===== src/rtl/alu_iter_exec.sv =====
// alu_iter_exec
//   Execute-stage ALU fed by the ALU controller. Logic, arithmetic and compare
//   ops finish in one cycle. Shifts move one bit per cycle through an
//   accumulator, which avoids a barrel shifter. A valid/ready handshake on both
//   sides holds the pipeline while a shift is in flight.
//
// Ports
//   clk        rising-edge clock
//   reset      synchronous, active-low
//   flush      kills any in-flight op; takes priority over accept and handshake
//   in_valid   Operation/SrcA/SrcB valid
//   in_ready   an op can be accepted this cycle
//   Operation  4-bit op code
//   SrcA       operand A
//   SrcB       operand B; SrcB[SW-1:0] is the shift amount
//   out_valid  ALUResult valid
//   out_ready  consumer takes the result
//   ALUResult  registered result
//   Zero       ALUResult == 0
//   busy       an op is in flight (state != IDLE)
//
// state   | meaning
// --------+--------------------------------------------------
// S_IDLE  | waiting for an op; in_ready unless flushing
// S_SHIFT | shifting acc one bit per cycle; cnt bits remain
// S_DONE  | result held on ALUResult until out_ready
module alu_iter_exec #(
  parameter int DATA_WIDTH = 32
) (
  input  logic                  clk,
  input  logic                  reset,
  input  logic                  flush,
  input  logic                  in_valid,
  output logic                  in_ready,
  input  logic [3:0]            Operation,
  input  logic [DATA_WIDTH-1:0] SrcA,
  input  logic [DATA_WIDTH-1:0] SrcB,
  output logic                  out_valid,
  input  logic                  out_ready,
  output logic [DATA_WIDTH-1:0] ALUResult,
  output logic                  Zero,
  output logic                  busy
);

  localparam int SW = $clog2(DATA_WIDTH);

  typedef enum logic [1:0] {S_IDLE, S_SHIFT, S_DONE} state_t;
  typedef enum logic [1:0] {K_SLL, K_SRL, K_SRA} kind_t;

  state_t                state_q, state_d;
  kind_t                 kind_q, kind_d;
  logic [DATA_WIDTH-1:0] acc_q, acc_d;
  logic [DATA_WIDTH-1:0] result_q, result_d;
  logic [SW-1:0]         cnt_q, cnt_d;

  logic                  accept;
  logic                  is_shift;
  logic [SW-1:0]         shamt;
  logic                  lt_s;
  logic [DATA_WIDTH-1:0] op_res;
  logic [DATA_WIDTH-1:0] acc_step;

  assign in_ready  = (state_q == S_IDLE) && !flush;
  assign accept    = in_valid && in_ready;
  assign out_valid = (state_q == S_DONE);
  assign busy      = (state_q != S_IDLE);
  assign ALUResult = result_q;
  assign Zero      = (result_q == '0);

  assign shamt    = SrcB[SW-1:0];
  assign is_shift = (Operation == 4'b0111) || (Operation == 4'b1001) ||
                    (Operation == 4'b1010);
  assign lt_s     = $signed(SrcA) < $signed(SrcB);

  // Single-cycle ops; shift codes never use this value.
  always_comb begin
    op_res = '0;
    case (Operation)
      4'b0000: op_res = SrcA & SrcB;
      4'b0001: op_res = SrcA | SrcB;
      4'b0010: op_res = SrcA + SrcB;
      4'b0011: op_res = SrcA - SrcB;
      4'b0100: op_res = SrcA ^ SrcB;
      4'b0101: op_res = DATA_WIDTH'(lt_s);
      4'b0110: op_res = SrcB;
      4'b1000: op_res = DATA_WIDTH'(SrcA == SrcB);
      4'b1100: op_res = DATA_WIDTH'(lt_s);
      4'b1111: op_res = DATA_WIDTH'(!lt_s);
      default: op_res = '0;
    endcase
  end

  always_comb begin
    acc_step = acc_q;
    case (kind_q)
      K_SLL:   acc_step = {acc_q[DATA_WIDTH-2:0], 1'b0};
      K_SRL:   acc_step = {1'b0, acc_q[DATA_WIDTH-1:1]};
      K_SRA:   acc_step = {acc_q[DATA_WIDTH-1], acc_q[DATA_WIDTH-1:1]};
      default: acc_step = acc_q;
    endcase
  end

  always_comb begin
    state_d  = state_q;
    kind_d   = kind_q;
    acc_d    = acc_q;
    cnt_d    = cnt_q;
    result_d = result_q;
    if (flush) begin
      // A pending result is simply abandoned; out_valid drops with the state.
      state_d = S_IDLE;
    end else begin
      case (state_q)
        S_IDLE: begin
          if (accept) begin
            if (is_shift) begin
              acc_d = SrcA;
              cnt_d = shamt;
              case (Operation)
                4'b1001: kind_d = K_SLL;
                4'b0111: kind_d = K_SRL;
                default: kind_d = K_SRA;
              endcase
              if (shamt == '0) begin
                result_d = SrcA;
                state_d  = S_DONE;
              end else begin
                state_d  = S_SHIFT;
              end
            end else begin
              result_d = op_res;
              state_d  = S_DONE;
            end
          end
        end
        S_SHIFT: begin
          acc_d = acc_step;
          cnt_d = cnt_q - SW'(1);
          if (cnt_q == SW'(1)) begin
            result_d = acc_step;
            state_d  = S_DONE;
          end
        end
        S_DONE: begin
          if (out_ready) state_d = S_IDLE;
        end
        default: state_d = S_IDLE;
      endcase
    end
  end

  always_ff @(posedge clk) begin
    if (!reset) begin
      state_q  <= S_IDLE;
      kind_q   <= K_SLL;
      acc_q    <= '0;
      cnt_q    <= '0;
      result_q <= '0;
    end else begin
      state_q  <= state_d;
      kind_q   <= kind_d;
      acc_q    <= acc_d;
      cnt_q    <= cnt_d;
      result_q <= result_d;
    end
  end

endmodule


===== config.mk =====
export PLATFORM = sky130hd
export DESIGN_NAME = alu_iter_exec
export DESIGN_NICKNAME = d
export VERILOG_FILES = /design/src/rtl/alu_iter_exec.sv
export SDC_FILE = /design/constraint.sdc
export NUM_CORES = 1
export LEC_CHECK = 0
export ABC_AREA = 1
export CAP_MARGIN = 20
export CELL_PAD_IN_SITES_DETAIL_PLACEMENT = 0
export CELL_PAD_IN_SITES_GLOBAL_PLACEMENT = 1
export CORE_MARGIN = 2
export CORE_UTILIZATION = 35
export CTS_CLUSTER_DIAMETER = 50
export DETAILED_ROUTE_END_ITERATION = 12
export PLACE_DENSITY = 0.73
export SYNTH_ARGS = -nofsm -noshare
export SYNTH_HDL_FRONTEND = slang
export SYNTH_SLANG_ARGS = --single-unit

===== constraint.sdc =====
create_clock -name clk -period 3.5 [get_ports clk]
set_input_delay 0.525 -clock clk [delete_from_list [all_inputs] [get_ports clk]]
set_output_delay 0.525 -clock clk [all_outputs]
set_load 0.05 [all_outputs]

==> qor.yml, run 1 <==
status:
  status: "completed"
floorplanning:
  rows: 63
  die_h_um: 176
  dieArea_um2: 31100
  io_pins: 109
  die-width_um: 176
  coreArea_um2: 29500
  start_util: 0.353
global_routing:
  grt_pass1_vias: 12100
  use_met3: 0.0293
  grt_pass1_wl_mm: 69.7
  use_met2: 0.496
  overflow: 0
  track_usage: 0.293
  grt_busiest_layer: "met2"
  grt_antenna_before_repair: 0
  grt_max_degree: 63
  met1_usage: 0.378
drt:
  wire_per_inst_um: 19.5
  final_antenna_net_count: 0
  drc: 0
  firstDrtPassIters: 5
  finalWirelength_mm: 45.8
  via_count: 12700
  vias_per_cell: 5.39
  drt-initial-drc-count: 1126
worst_setup_path:
  path_common_cell: "nand2_1"
  worstPathMaxFanout: 10
  worstSetupEndpointType: "flip-flop"
  crit_family: "simple AND/OR/NAND/NOR gates"
  cp_data_required_time_ns: 3.77
  cpMaxStageDelayCell: "clkdlybuf4s50_1"
  critical_path_class: "primary input to flip-flop"
  crit_buf_inv: 3
  crit_path_cell_trace: "clkdlybuf4s50_1, inv_1, ha_1, inv_1, nand2_1, nand2_1, nand2_1, nand2_1, nand2_1, nand2_1, a21oi_1, nand2_1, nand2_1, nand3_1, nand3_1, nand2_1, a21oi_1"
  slowest_delay_ns: 0.68
  cp-start-kind: "primary input"
  arrival_ns: 3.32
power_and_ir_drop:
  peakVddDrop_mv: 0.247
  power.total_w: 0.00354
  power_density_nw_per_um2: 285
  p_leak_nw: 6.26
clocking:
  clk_pin_slew_ns: 0.06
  clk_latency_ns: 0.34
  htreeDepth: 3
  cts.sinks: 73
  cts.path.max_buffers: 2
  hold_buffers: 0
  cts_tree: "built"
  cts_made_buffers: 9
  root_buffer: "clkbuf_16"
  postCtsSetupBuffers: 0
  cts_resized: 0
timing:
  fin_worst_skew_ns: 0.00874
  max_freq_mhz: 328
  rsz0062_at_grt: "no"
  setup_violations: 0
  tns_ns: 0
  drv_slew: 0
  hold_viol_final: 0
  tightest_slew_ns: 0.735
  fin_crit_ns: 3.05
  max_slew_margin: 0.510
  fin_crit_sh: 0.872
final_layout:
  final_common_cell: "nand2_1"
  layout-drive-gt1-share: 0.0504
  fin_cells: 2355
  most-common-layout-cells: "nand2_1, inv_1, nor2_1"
  layout.nets: 2142
  syn2layout_area_growth_pct: 19.3
  final_util: 0.421
  antenna_cells: 0
place:
  gp_congestion: 0.970
  port_buffers: 108
  dpl.hpwl_mm: 37.0
  dp_cells: 2340
hold_path:
  hold_class: "flip-flop to flip-flop"
logic_synthesis:
  ys_seq_elements: 73
  synth_fp_nets: 2043
  synthCells: 1862
  synth-edff-count: 0
  synth_cell_types: 43
  yosys_warnings: 0
  synth-main-ff-cell: "dfxtp_1"
  syn-cell-area_um2: 10400
  synthArstFlopShare: 0
  yosysSeqAreaShare: 0.140
  synth_area_per_cell_um2: 5.59
flow_run:
  drv_cap: 0
-- sequential cells by signal, summed over array words and instances, names as in the netlist --
| signal | count |
|---|---|
| acc_q | 32 |
| cnt_q | 5 |
| ALUResult | 32 |
| kind_q | 2 |
| state_q | 2 |
-- report_power, final --
group / total (W) / internal (W) / switching [W]
Sequential: 0.000916 / 0.000875 / 0.0000409
Combinational: 0.00155 / 0.000503 / 0.00104
Clock: 0.00108 / 0.000712 / 0.000367
Total: 0.00354 / 0.00209 / 0.00145
-- metrics by stage --
stage	instance area (um2)	hold WS (ns)	setup slack, ns
floorplan	10400	0.450	1.29
global placement	12100	0.471	0.180
detailed placement	12100	0.489	0.177
CTS	12400	0.500	0.516
global route	12400	0.536	0.302
finish	12400	0.495	0.447
-- layout make-up --
class                           instances  area [um2]
Tap cell                              390         488
Fill cell                            3309       17100
Clock buffer                           10         239
Sequential cell                        73        1460
Timing Repair Buffer                  174        1590
Inverter                              324        1220
Clock inverter                          5         104
Multi-Input combinational cell       1379        7310
-- worst paths after layout --
path                            startpoint             to  slack (ns)  cells after the start
worst max-delay path              SrcA[16]  ALUResult[31]        0.45                     17
worst min-delay path              cnt_q[2]       cnt_q[2]        0.49                      2
worst max register to register   kind_q[0]  ALUResult[15]        1.12                     11
worst min register to register    cnt_q[2]       cnt_q[2]        0.49                      2
-- worst reg2reg max path: stages, from the launching register on --
cell and delay, ns:
dfxtp_1 0.32, nor2_1 0.38, buf_4 0.22, nor2_1 0.07, inv_1 0.37, buf_4 0.33, o221ai_1 0.17, inv_1 0.08
a21oi_1 0.05, a21oi_1 0.13, nor2_1 0.05, a21oi_1 0.14
-- synth_stat cells, types with 3 or more instances --
library cell	count	area share
nor4_1	9	0.0054
buf_6	5	0.0054
inv_2	5	0.0018
o21ai_0	106	0.051
o21ai_1	31	0.015
buf_1	3	0.0011
o31ai_1	4	0.0029
o21bai_1	10	0.0072
o211ai_1	5	0.0036
dfxtp_1	73	0.14
nor3_1	20	0.0096
nand3_1	151	0.073
inv_1	318	0.11
clkbuf_1	32	0.012
buf_2	43	0.021
a221oi_1	23	0.019
a211oi_1	5	0.0036
and2_1	3	0.0018
o22ai_1	39	0.023
o221ai_1	22	0.019
a31oi_1	29	0.017
nor2_1	184	0.066
ha_1	106	0.13
a21oi_1	123	0.059
nand4_1	15	0.0090
nand2_1	476	0.17
-- kinds of logic (layout without fill, tap and decap cells) --
family                     Yosys count  in the layout  synth area share
AOI/OAI and AO/OA                  404            404             0.228
adders and majority gates          108            108             0.131
buffers and inverters              410            513             0.157
DFF                                 73             73             0.140
and+or+nand+nor                    866            866             0.342
xor gates and xnor gates             1              1          0.000842
-- routing by layer --
metal | part of all wire | vias up
met2 | 0.46 | 461
met5 | 0 | -
met4 | 0.050 | 0
met3 | 0.053 | 89
met1 | 0.44 | 5869
li1 | - | 6280
(Power assumes the default switching activity.)
==> run 2, diff against run 1 <==
TNS_END_PERCENT = 5   (was unset)
==> results of run 2 <==
Same layout as run 1: the final DEF is identical, and so are final timing and power.
==> run 3, diff against run 2 <==
HOLD_SLACK_MARGIN = 0.12   (was unset)
SLEW_MARGIN = 25   (was unset)
==> results of run 3 <==
Same layout as run 1: the final DEF is identical, and so are final timing and power.
